File: src/rtl/bcd_countdown_timer.sv
// ---------------------------------------------------------------------------
// bcd_countdown_timer
//   Holds and counts down the mm:ss cook time shown on the display. Keypad
//   digits shift in from the right while idle (1,3,0 -> 1:30). Start, stop
//   and clear control a once-per-second countdown derived from clk.
//
//   clk          in   system clock, rising edge
//   rst_n        in   asynchronous active-low reset
//   digit_valid  in   one-cycle strobe, keypad digit present
//   digit        in   keypad value, only 0..9 accepted
//   start        in   one-cycle strobe, start or resume countdown
//   stop         in   one-cycle strobe, pause countdown
//   clear        in   one-cycle strobe, zero the time and return to idle
//   mins         out  BCD minutes 0..9
//   sec_tens     out  BCD tens of seconds 0..5
//   sec_ones     out  BCD units of seconds 0..9
//   running      out  high while counting
//   done         out  one-cycle pulse when the count reaches 0:00
//
//   state     | meaning
//   ----------+----------------------------------------------------------
//   ST_IDLE   | time entry; start accepted only when time is non-zero
//   ST_RUN    | prescaler advancing, time decrements at terminal count
//   ST_PAUSED | time and prescaler frozen until start
// ---------------------------------------------------------------------------
module bcd_countdown_timer #(
  parameter int unsigned TICKS_PER_SEC = 50_000_000
) (
  input  logic       clk,
  input  logic       rst_n,
  input  logic       digit_valid,
  input  logic [3:0] digit,
  input  logic       start,
  input  logic       stop,
  input  logic       clear,
  output logic [3:0] mins,
  output logic [3:0] sec_tens,
  output logic [3:0] sec_ones,
  output logic       running,
  output logic       done
);

  localparam int unsigned PRE_W = (TICKS_PER_SEC > 2) ? $clog2(TICKS_PER_SEC) : 1;
  localparam logic [PRE_W-1:0] PRE_TC = PRE_W'(TICKS_PER_SEC - 1);

  typedef enum logic [1:0] {
    ST_IDLE   = 2'd0,
    ST_RUN    = 2'd1,
    ST_PAUSED = 2'd2
  } state_t;

  state_t           state, state_nxt;
  logic [PRE_W-1:0] pre, pre_nxt;
  logic [3:0]       mins_nxt, tens_nxt, ones_nxt;
  logic             hit_zero;
  logic             running_nxt, done_nxt;
  logic             time_zero;
  logic             digit_ok;

  assign time_zero = (mins == 4'd0) && (sec_tens == 4'd0) && (sec_ones == 4'd0);
  // Shifting is refused once the minutes slot is occupied, and also when the
  // current units digit would land in the tens slot as a value above 5.
  assign digit_ok  = (digit <= 4'd9) && (mins == 4'd0) && (sec_ones <= 4'd5);

  // state register plus the time/prescaler datapath
  always_ff @(posedge clk or negedge rst_n) begin
    if (!rst_n) begin
      state    <= ST_IDLE;
      pre      <= '0;
      mins     <= 4'd0;
      sec_tens <= 4'd0;
      sec_ones <= 4'd0;
      running  <= 1'b0;
      done     <= 1'b0;
    end else begin
      state    <= state_nxt;
      pre      <= pre_nxt;
      mins     <= mins_nxt;
      sec_tens <= tens_nxt;
      sec_ones <= ones_nxt;
      running  <= running_nxt;
      done     <= done_nxt;
    end
  end

  // next-state and datapath; priority clear > stop > start > digit_valid
  always_comb begin
    state_nxt = state;
    pre_nxt   = pre;
    mins_nxt  = mins;
    tens_nxt  = sec_tens;
    ones_nxt  = sec_ones;
    hit_zero  = 1'b0;

    if (clear) begin
      state_nxt = ST_IDLE;
      pre_nxt   = '0;
      mins_nxt  = 4'd0;
      tens_nxt  = 4'd0;
      ones_nxt  = 4'd0;
    end else begin
      unique case (state)
        ST_IDLE: begin
          if (stop) begin
            // ignored, but still outranks start and digit entry
          end else if (start) begin
            if (!time_zero) begin
              state_nxt = ST_RUN;
              pre_nxt   = '0;
            end
          end else if (digit_valid && digit_ok) begin
            mins_nxt = sec_tens;
            tens_nxt = sec_ones;
            ones_nxt = digit;
          end
        end

        ST_RUN: begin
          if (stop) begin
            // a rollover due this cycle stays pending in the held prescaler
            state_nxt = ST_PAUSED;
          end else if (pre == PRE_TC) begin
            pre_nxt = '0;
            if (sec_ones != 4'd0) begin
              ones_nxt = sec_ones - 4'd1;
            end else begin
              ones_nxt = 4'd9;
              if (sec_tens != 4'd0) begin
                tens_nxt = sec_tens - 4'd1;
              end else begin
                tens_nxt = 4'd5;
                mins_nxt = mins - 4'd1;
              end
            end
            // RUN is never entered at 0:00, so 0:01 is the only path to zero
            if ((mins == 4'd0) && (sec_tens == 4'd0) && (sec_ones == 4'd1)) begin
              hit_zero  = 1'b1;
              state_nxt = ST_IDLE;
            end
          end else begin
            pre_nxt = pre + 1'b1;
          end
        end

        ST_PAUSED: begin
          if (!stop && start) begin
            state_nxt = ST_RUN;
          end
        end

        default: begin
          state_nxt = ST_IDLE;
        end
      endcase
    end
  end

  // registered outputs are loaded from their next values
  always_comb begin
    running_nxt = (state_nxt == ST_RUN);
    done_nxt    = hit_zero;
  end

endmodule

File: config.mk
export PLATFORM = sky130hd
export DESIGN_NAME = bcd_countdown_timer
export DESIGN_NICKNAME = d
export VERILOG_FILES = /design/src/rtl/bcd_countdown_timer.sv
export SDC_FILE = /design/constraint.sdc
export NUM_CORES = 1
export LEC_CHECK = 0
export ABC_CLOCK_PERIOD_IN_PS = 1900
export CELL_PAD_IN_SITES_DETAIL_PLACEMENT = 0
export CELL_PAD_IN_SITES_GLOBAL_PLACEMENT = 1
export CORE_MARGIN = 2
export CORE_UTILIZATION = 39
export CTS_BUF_LIST = sky130_fd_sc_hd__clkbuf_16
export DETAILED_ROUTE_END_ITERATION = 10
export PLACE_DENSITY_LB_ADDON = 0.1
export REMOVE_ABC_BUFFERS = 1
export SYNTH_ARGS = -nofsm -noshare
export SYNTH_HDL_FRONTEND = slang
export SYNTH_SLANG_ARGS = --single-unit
File: constraint.sdc
create_clock -name clk -period 1.9 [get_ports clk]
set_input_delay 0.38 -clock clk [delete_from_list [all_inputs] [get_ports clk]]
set_output_delay 0.38 -clock clk [all_outputs]
set_load 0.02 [all_outputs]
==> results by stage, run 1 <==
Run status:
- The flow ran to the end, but the final reports show violations.
- The final reports fail on negative setup slack.

Worst setup path:
- STA classifies the critical path endpoint as a flop.
- The worst setup path is launched from a flop.
- The worst setup path category is flop to flop.
- Among all stages on the critical path, the largest delay is contributed by or4_4.
- The critical path arrival is 2.22 ns.
- STA puts the critical path data required time at 2.11 ns.
- The biggest cell delay along the critical path is 0.51 ns.
- The slack of the worst reg-to-reg path is -0.11 ns.
- Along the worst path, the maximum fanout reaches 16.
- The critical path goes through inv_1 > ha_2 > nor4b_4 > buf_4 > a31oi_4 > o21ai_2 > buf_12 > or4_4 > a21oi_2.

Drt:
- The vias after detailed routing is between 2,000 and 3,000.
- The total wire length after detailed routing is 8320 um.
- The average detailed-routed wire length per instance is 16.8 um.
- The count of antenna-violating nets left after detailed routing is 0.
- The via density per instance is 5.79.
- For this block, the initial DRC count from the detailed router was 89.
- The post-detailed-route DRC marker count is 0.
- The first-pass iteration count of the detailed router is 5.

Synth:
- The async set-or-reset flop fraction in the synthesized netlist is 1.00.
- The number of flops mapped to enable cells by yosys is 0.
- The register area share after synthesis is 0.393.
- The synthesized area is roughly 2700 sq um.
- After synthesis, the mean cell area works out to 9.12 sq um.
- Yosys mapped the design onto 56 distinct sky130hd cell types.
- For this run, the number of Yosys warnings is 0.
- For this run, the leading register cell type out of synthesis is dfrtp_1.
- The fraction of synthesized cell area taken by the top area cell type is 0.393.
- In the post-synthesis netlist, the biggest area contributors are dfrtp_1 (39%), nand2_1 (3.7%), nand3_1 (3.6%).
- The largest total area in the synthesized netlist belongs to dfrtp_1.
- Counting every instance in the synthesized netlist gives 293.
- The register bit total from synthesis is 42.

CTS:
- The CTS tree is built.
- The H-tree generated during clock tree synthesis spans 2 levels.
- The root buffer cell chosen for the clock tree is clkbuf_16.
- The number of buffers created by CTS is 5.
- For the worst-skew pair, the clock arrives at the later sink with an insertion delay of 0.29 ns.
- The number of buffers on the longest clock path is 2.
- CTS saw between 40 and 50 sinks.
- Buffers inserted to repair hold after CTS numbered 0.
- Clock-pin slew was measured on the worst setup and hold paths at 0.06 ns.

Global routing:
- The first global-routing pass estimated approximately 14,000 um of wire.
- The pin count of the biggest net entering global routing is 43.
- The number of antenna violations at the first check in global routing is 0.
- The total overflow left after global routing is 0.
- The via count of the first global-routing pass is about 2,800.
- The total routing usage reported by global routing is 0.226.

Die:
- The number of standard-cell rows in the floorplan is 30.
- The initial cell density of the core is 0.398.
- The core area is 6720 sq um.
- The full die area is 7530 sq um.
- Measured along the y axis, the die boundary spans 86.8 um.
- During I/O placement, the number of pins put on the boundary was 24.
- The die is between 80 and 90 um wide.

Timing:
- The headroom to the max-slew limit is 0.701.
- The number of hold-slack violations in the final timing report came to 0.
- The slack of the critical path is -0.106 ns.
- The maximum frequency from static timing analysis is 498 MHz.
- The routed design could run at a clock period as short as 2.01 ns.
- Setup repair after global routing could not meet its margin everywhere.
- In the finished design, the share of the clock period the worst path needs comes to 1.06.
- The number of slew-limit violations in the final report is 0.
- The final number of setup-violating endpoints is 19.
- The maximum clock skew at final layout is 0.00730 ns.
- The actual transition at the worst max-transition pin is 0.446 ns.

Pwr:
- The total power consumption of the routed design is 2650 uW.
- The areal power density over the cells is 632 nW/um^2.
- The worst voltage drop across the vdd grid is around 0.46 mV.
- The leakage power of the design is 0.00181 uW.

Layout:
- The layout filler cell count is 570.
- The core occupancy in the finished layout is 0.625.
- The library cell used most frequently in the layout, excluding fill and tap cells, is buf_4.
- After routing the design area is between 4000 and 5000 sq um.
- Of the cells placed in the final design, the portion with a size suffix greater than 1 is 0.408.
- The top cell types in the final layout, fill and taps aside, are buf_4 (92), dfrtp_1 (42), nand2_1 (25).
- The area growth from synthesis to layout is 57.3%.
- 0 antenna diodes ended up in the layout.
- The number of nets in the finished design is 425.
- The non-filler instance count after layout is 494.

Placement:
- Summing all placed instances gives a cell area of around 3600 sq um.
- The number of instances in the placed design is ~470.
- The placed wire-length estimate after detailed placement is between 5000 and 6000 um.
- The final weighted congestion in routability-driven placement is 0.837.
- In this run the tool buffered the top-level ports with 23 buffer cells.

Job:
- The number of max-cap violations is 0.

Worst hold path:
- The path class of the lowest-slack min-delay path is input port to async pin.
-- cell families after synthesis --
family	synth area share
AND/OR/NAND/NOR	0.288
AO/OA/AOI/OAI	0.244
flip-flops	0.393
buffers and inverters	0.0417
XOR/XNOR	0.0197
adder cells (fa/ha/maj)	0.00937
multiplexers	0.00375
-- synth_stat cells, types with 7 or more instances --
master / n
dfrtp_1: 42
nand2_1: 26
nor2_1: 21
nand3_1: 19
a21oi_1: 17
o21ai_0: 12
o31ai_1: 12
a31oi_1: 11
buf_2: 7
nand2b_1: 7
-- path summary, 6_finish.rpt --
kind,start,end,depth (start not counted)
worst max-delay path,mins[0]$_DFFE_PN0P_,pre[12]$_DFFE_PN0P_,9
worst min-delay path,rst_n,running$_DFF_PN0_,2
worst max register to register,mins[0]$_DFFE_PN0P_,pre[12]$_DFFE_PN0P_,9
worst min register to register,pre[23]$_DFFE_PN0P_,pre[23]$_DFFE_PN0P_,2
max in group asynchronous,rst_n,pre[19]$_DFFE_PN0P_,2
min in group clk,pre[23]$_DFFE_PN0P_,pre[23]$_DFFE_PN0P_,2
-- worst max-delay path, delay by kind of cell, from the launching register on --
| kind | cells | cell delay [ns] |
|---|---|---|
| adders and majority gates | 1 | 0.18 |
| AOI/OAI and AO/OA | 3 | 0.39 |
| buffers and inverters | 3 | 0.38 |
| DFF | 1 | 0.34 |
| and+or+nand+nor | 2 | 0.64 |
-- where the power goes --
group	total (uW)	switching, uW	internal (uW)
Clock	826	351	476
Combinational	876	459	417
Sequential	952	30.3	921
-- flip-flops by register name (all words and copies together) (netlist names) --
| signal | count |
|---|---|
| running | 1 |
| sec_tens | 4 |
| sec_ones | 4 |
| pre | 26 |
| mins | 4 |
| done | 1 |
| state | 2 |
-- area by class of cell --
| type | count | area (sq um) | area share |
|---|---|---|---|
| Clock inverter | 3 | 12.5 | 0.00298 |
| Multi-Input combinational cell | 229 | 1790 | 0.427 |
| Tap cell | 80 | 100 | 0.0238 |
| Clock buffer | 5 | 125 | 0.0298 |
| Timing Repair Buffer | 129 | 1100 | 0.261 |
| Sequential cell | 42 | 1050 | 0.250 |
| Inverter | 6 | 22.5 | 0.00536 |
-- per-layer routing --
| metal | share of wire | track usage | vias to the layer above |
|---|---|---|---|
| met5 | 0 | 0 | - |
| met4 | 0.025 | 0.0653 | 0 |
| met2 | 0.49 | 0.387 | 84 |
| met1 | 0.45 | 0.292 | 1382 |
| met3 | 0.035 | 0.0371 | 22 |
| li1 | - | - | 1370 |
-- through the flow --
stage	hold slack, ns	TNS [ns]	setup WS [ns]
floorplan	0.0844	-7.70	-0.369
global placement	0.376	-8.51	-0.375
detailed placement	0.378	-9.41	-0.412
CTS	0.0740	-1.07	-0.115
global route	0.0816	-5.03	-0.214
finish	0.0587	-0.949	-0.106
-- what timing repair did --
item                                    in CTS  in global routing
setup buffers                                6                  5
endpoints found under the setup margin      35                 39
pin swaps                                    5                 19
gates cloned                                 0                  1
resized for setup                           20                 43
No activity file was read; power rests on OpenSTA's default activity.
==> inputs of run 2 (changes only) <==
--- a/config.mk
+++ b/config.mk
@@ -8,12 +8,15 @@
 export ABC_CLOCK_PERIOD_IN_PS = 1900
 export CELL_PAD_IN_SITES_DETAIL_PLACEMENT = 0
 export CELL_PAD_IN_SITES_GLOBAL_PLACEMENT = 1
+export CORE_ASPECT_RATIO = 0.5
 export CORE_MARGIN = 2
 export CORE_UTILIZATION = 39
 export CTS_BUF_LIST = sky130_fd_sc_hd__clkbuf_16
+export CTS_CLUSTER_DIAMETER = 200
 export DETAILED_ROUTE_END_ITERATION = 10
 export PLACE_DENSITY_LB_ADDON = 0.1
 export REMOVE_ABC_BUFFERS = 1
+export SLEW_MARGIN = 15
 export SYNTH_ARGS = -nofsm -noshare
 export SYNTH_HDL_FRONTEND = slang
 export SYNTH_SLANG_ARGS = --single-unit
==> run 2 against run 1 <==
Compared with the run above:
- combinational power is 2.6% higher
- sequential power is 0.4% higher
- highest routed layer unchanged
- first-iteration DRC count is 130% higher
- clock skew is 0.0043 ns lower
- sequential cell count stayed put
- setup slack worse by 0.071 ns
- clock-buffer cell count stayed put
- the run still ends with negative setup slack left
==> results by stage, run 2 (synthesis results as in run 1) <==
Die:
- The I/O pin total came to 24 (unchanged).
- The die outline width is 121 um (was 86.8 um).
- The full die area came to 7570 sq um (was 7530 sq um).
- The core area is 6650 sq um (was 6720 sq um).
- The chip height is 62.5 um (was 86.8 um).
- The number of standard-cell rows in the floorplan came to 21 (was 30).
- The initial cell density of the core was 0.402 (was 0.398).

Drt:
- The first-pass iteration count of the detailed router is 5 (unchanged).
- The vias after detailed routing came to 2,839 (was 2,858).
- The first-iteration detailed-routing DRC count is 207 (was 89).
- The average detailed-routed wire length per instance is 16.1 um (was 16.8 um).
- The count of antenna-violating nets left after detailed routing is 0 (unchanged).
- The post-detailed-route DRC marker count is 0 (unchanged).
- The total wire length after detailed routing is 8120 um (was 8320 um).
- The via density per instance came to 5.61 (was 5.79).

Timing:
- The number of hold-slack violations in the final timing report is 0 (unchanged).
- The maximum frequency from static timing analysis came to 481 MHz (was 498 MHz).
- The actual transition at the worst max-transition pin is 0.567 ns (was 0.446 ns).
- The slack of the critical path is -0.177 ns (was -0.106 ns).
- The number of slew-limit violations in the final report is 0 (unchanged).
- Setup repair after global routing missed its margin: true (unchanged).
- The part of the cycle the worst path needs is 1.09 (was 1.06).
- The headroom to the max-slew limit is 0.622 (was 0.701).
- The final number of setup-violating endpoints came to 30 (was 19).
- The maximum clock skew at final layout is 0.00300 ns (was 0.00730 ns).
- The time the final worst path needs with I/O delays and setup was 2.08 ns (was 2.01 ns).

CTS:
- The number of H-tree levels is 2 (unchanged).
- The clock sink total is 42 (unchanged).
- The root buffer cell is clkbuf_16 (unchanged).
- The number of buffers on the longest clock path was 2 (unchanged).
- The CTS tree is built (unchanged).
- The number of buffers created by CTS is 5 (unchanged).
- The clock latency on the worst-skew pair is 0.29 ns (about the same).
- The clock-pin transition on the worst setup and hold timing paths is 0.06 ns (about the same).

Layout:
- The total inserted antenna cells is 0 (unchanged).
- The number of nets in the finished design is 425 (unchanged).
- The flip-flop count of the largest register, all copies and words added is 26 (unchanged).
- Most frequent cells in the layout: buf_4 (94), dfrtp_1 (41), nand2_1 (24) (was buf_4 (92), dfrtp_1 (42), nand2_1 (25)).
- The non-filler instance count after layout is 506 (was 494).
- The most frequent standard cell in the layout excluding fill and tap cells is buf_4 (unchanged).
- The layout filler cell count came to 587 (was 570).
- The fraction of layout cells with a size suffix above 1 came to 0.394 (was 0.408).
- The area growth from synthesis to layout is 55.1% (was 57.3%).
- The core occupancy in the finished layout is 0.623 (was 0.625).
- The register name with the most flops is pre (unchanged).

Worst setup path:
- The biggest cell delay along the critical path is 0.50 ns (was 0.51 ns).
- The worst setup path category is flop to flop (unchanged).
- The cell with the largest stage delay on the worst path is or4_4 (unchanged).
- The kind of start point of the critical path was a flop (unchanged).
- The kind of cell adding the most delay to the critical path was simple AND/OR/NAND/NOR gates (unchanged).
- The capturing element type of the critical path is a flop (unchanged).
- The worst endpoint required time is 2.12 ns (was 2.11 ns).
- The largest fanout on the critical path was 4 (was 16).
- The cell that appears most often on the critical path is buf_4.
- Series of cell instances along the critical path: inv_1 > ha_2 > nor4b_4 > buf_4 > a31oi_4 > buf_4 > buf_6 > o211ai_4 > or4_4 > a21oi_2 (was inv_1 > ha_2 > nor4b_4 > buf_4 > a31oi_4 > o21ai_2 > buf_12 > or4_4 > a21oi_2).
- The sum of buffers and inverters on the critical path is 4 (was 3).
- The critical path arrival came to 2.30 ns (was 2.22 ns).

Pwr:
- The areal power density over the cells is 652 nW/um^2 (was 632 nW/um^2).
- The leakage power of the design is 0.00181 uW (about the same).
- The worst voltage drop across the vdd grid is 0.445 mV (was 0.462 mV).

Global routing:
- The via count of the first global-routing pass is 2,869 (was 2,776).
- The pin count of the biggest net entering global routing is 43 (unchanged).
- The first-pass GRT wire length was 13,800 um (was 13,500 um).
- The number of antenna violations at the first check in global routing was 0 (unchanged).
- The overall overflow remaining after global route is 0 (unchanged).
- The total routing usage reported by global routing is 0.229 (was 0.226).

Placement:
- The setup slack at placement is -0.358 ns (was -0.412 ns).
- The placed wire-length estimate after detailed placement was 5800 um (was 5940 um).
- The final weighted congestion in routability-driven placement came to 0.829 (was 0.837).
- The count of buffers from port buffering came to 23 (unchanged).
- The number of instances in the placed design is 479 (was 474).

Run status:
- Outcome: finished with violations (unchanged).
- Violations in the final reports: negative setup slack (unchanged).

Worst hold path:
- The path class of the lowest-slack min-delay path is input port to async pin (unchanged).

Job:
- The number of max-cap violations is 0 (unchanged).
-- run 2: layout make-up --
cell class	instances	area, sq um	area share
inverters	6	22.5	0.00543
clock inverters	3	12.5	0.00302
repair buffers	130	1100	0.267
clock buffers	5	125	0.0302
multi-input cells	228	1710	0.413
well taps	92	115	0.0278
flip-flops and latches	42	1050	0.254
-- run 2: timing repair --
| item | CTS | global route |
|---|---|---|
| pin swaps | 23 | 16 |
| hold buffers | 0 | 0 |
| buffers inserted | 14 | 5 |
| cloned | 1 | 0 |
| gates resized for setup | 28 | 27 |
| setup endpoints to repair | 38 | 40 |
-- run 2: final timing paths --
path / start / to / slack (ns) / cells past startpoint
worst max-delay path: mins[1]$_DFFE_PN0P_ / pre[25]$_DFFE_PN0P_ / -0.18 / 10
worst min-delay path: rst_n / done$_DFF_PN0_ / 0.15 / 2
worst max register to register: mins[1]$_DFFE_PN0P_ / pre[25]$_DFFE_PN0P_ / -0.18 / 10
worst min register to register: pre[15]$_DFFE_PN0P_ / pre[15]$_DFFE_PN0P_ / 0.53 / 1
max in group asynchronous: rst_n / pre[5]$_DFFE_PN0P_ / 1.33 / 2
min in group clk: pre[15]$_DFFE_PN0P_ / pre[15]$_DFFE_PN0P_ / 0.53 / 1
-- run 2: stage by stage --
step / total power (uW) / hold slack, ns / setup TNS (ns) / area (sq um)
2_1_floorplan: 1270 / 0.0844 / -7.70 / 2580
3_3_place_gp: 1700 / 0.496 / -7.64 / 3620
3_5_place_dp: 1710 / 0.510 / -9.86 / 3620
4_1_cts: 2650 / 0.193 / -4.11 / 3980
5_1_grt: 2820 / 0.216 / -6.18 / 4140
6_report: 2700 / 0.155 / -2.47 / 4140
-- run 2: power by group --
part	internal (uW)	leakage (uW)	switching (uW)	total [uW]
combinational	446	0.00116	453	899
clock	476	0.0000724	370	846
sequential	921	0.000581	35.1	956
total	1840	0.00181	858	2700
-- run 2: metal layers --
layer,share of wire,global-route usage,vias up
li1,-,-,1368
met1,0.46,0.301,1401
met2,0.49,0.376,58
met3,0.037,0.0520,12
met4,0.015,0.0698,0
met5,0,0,-
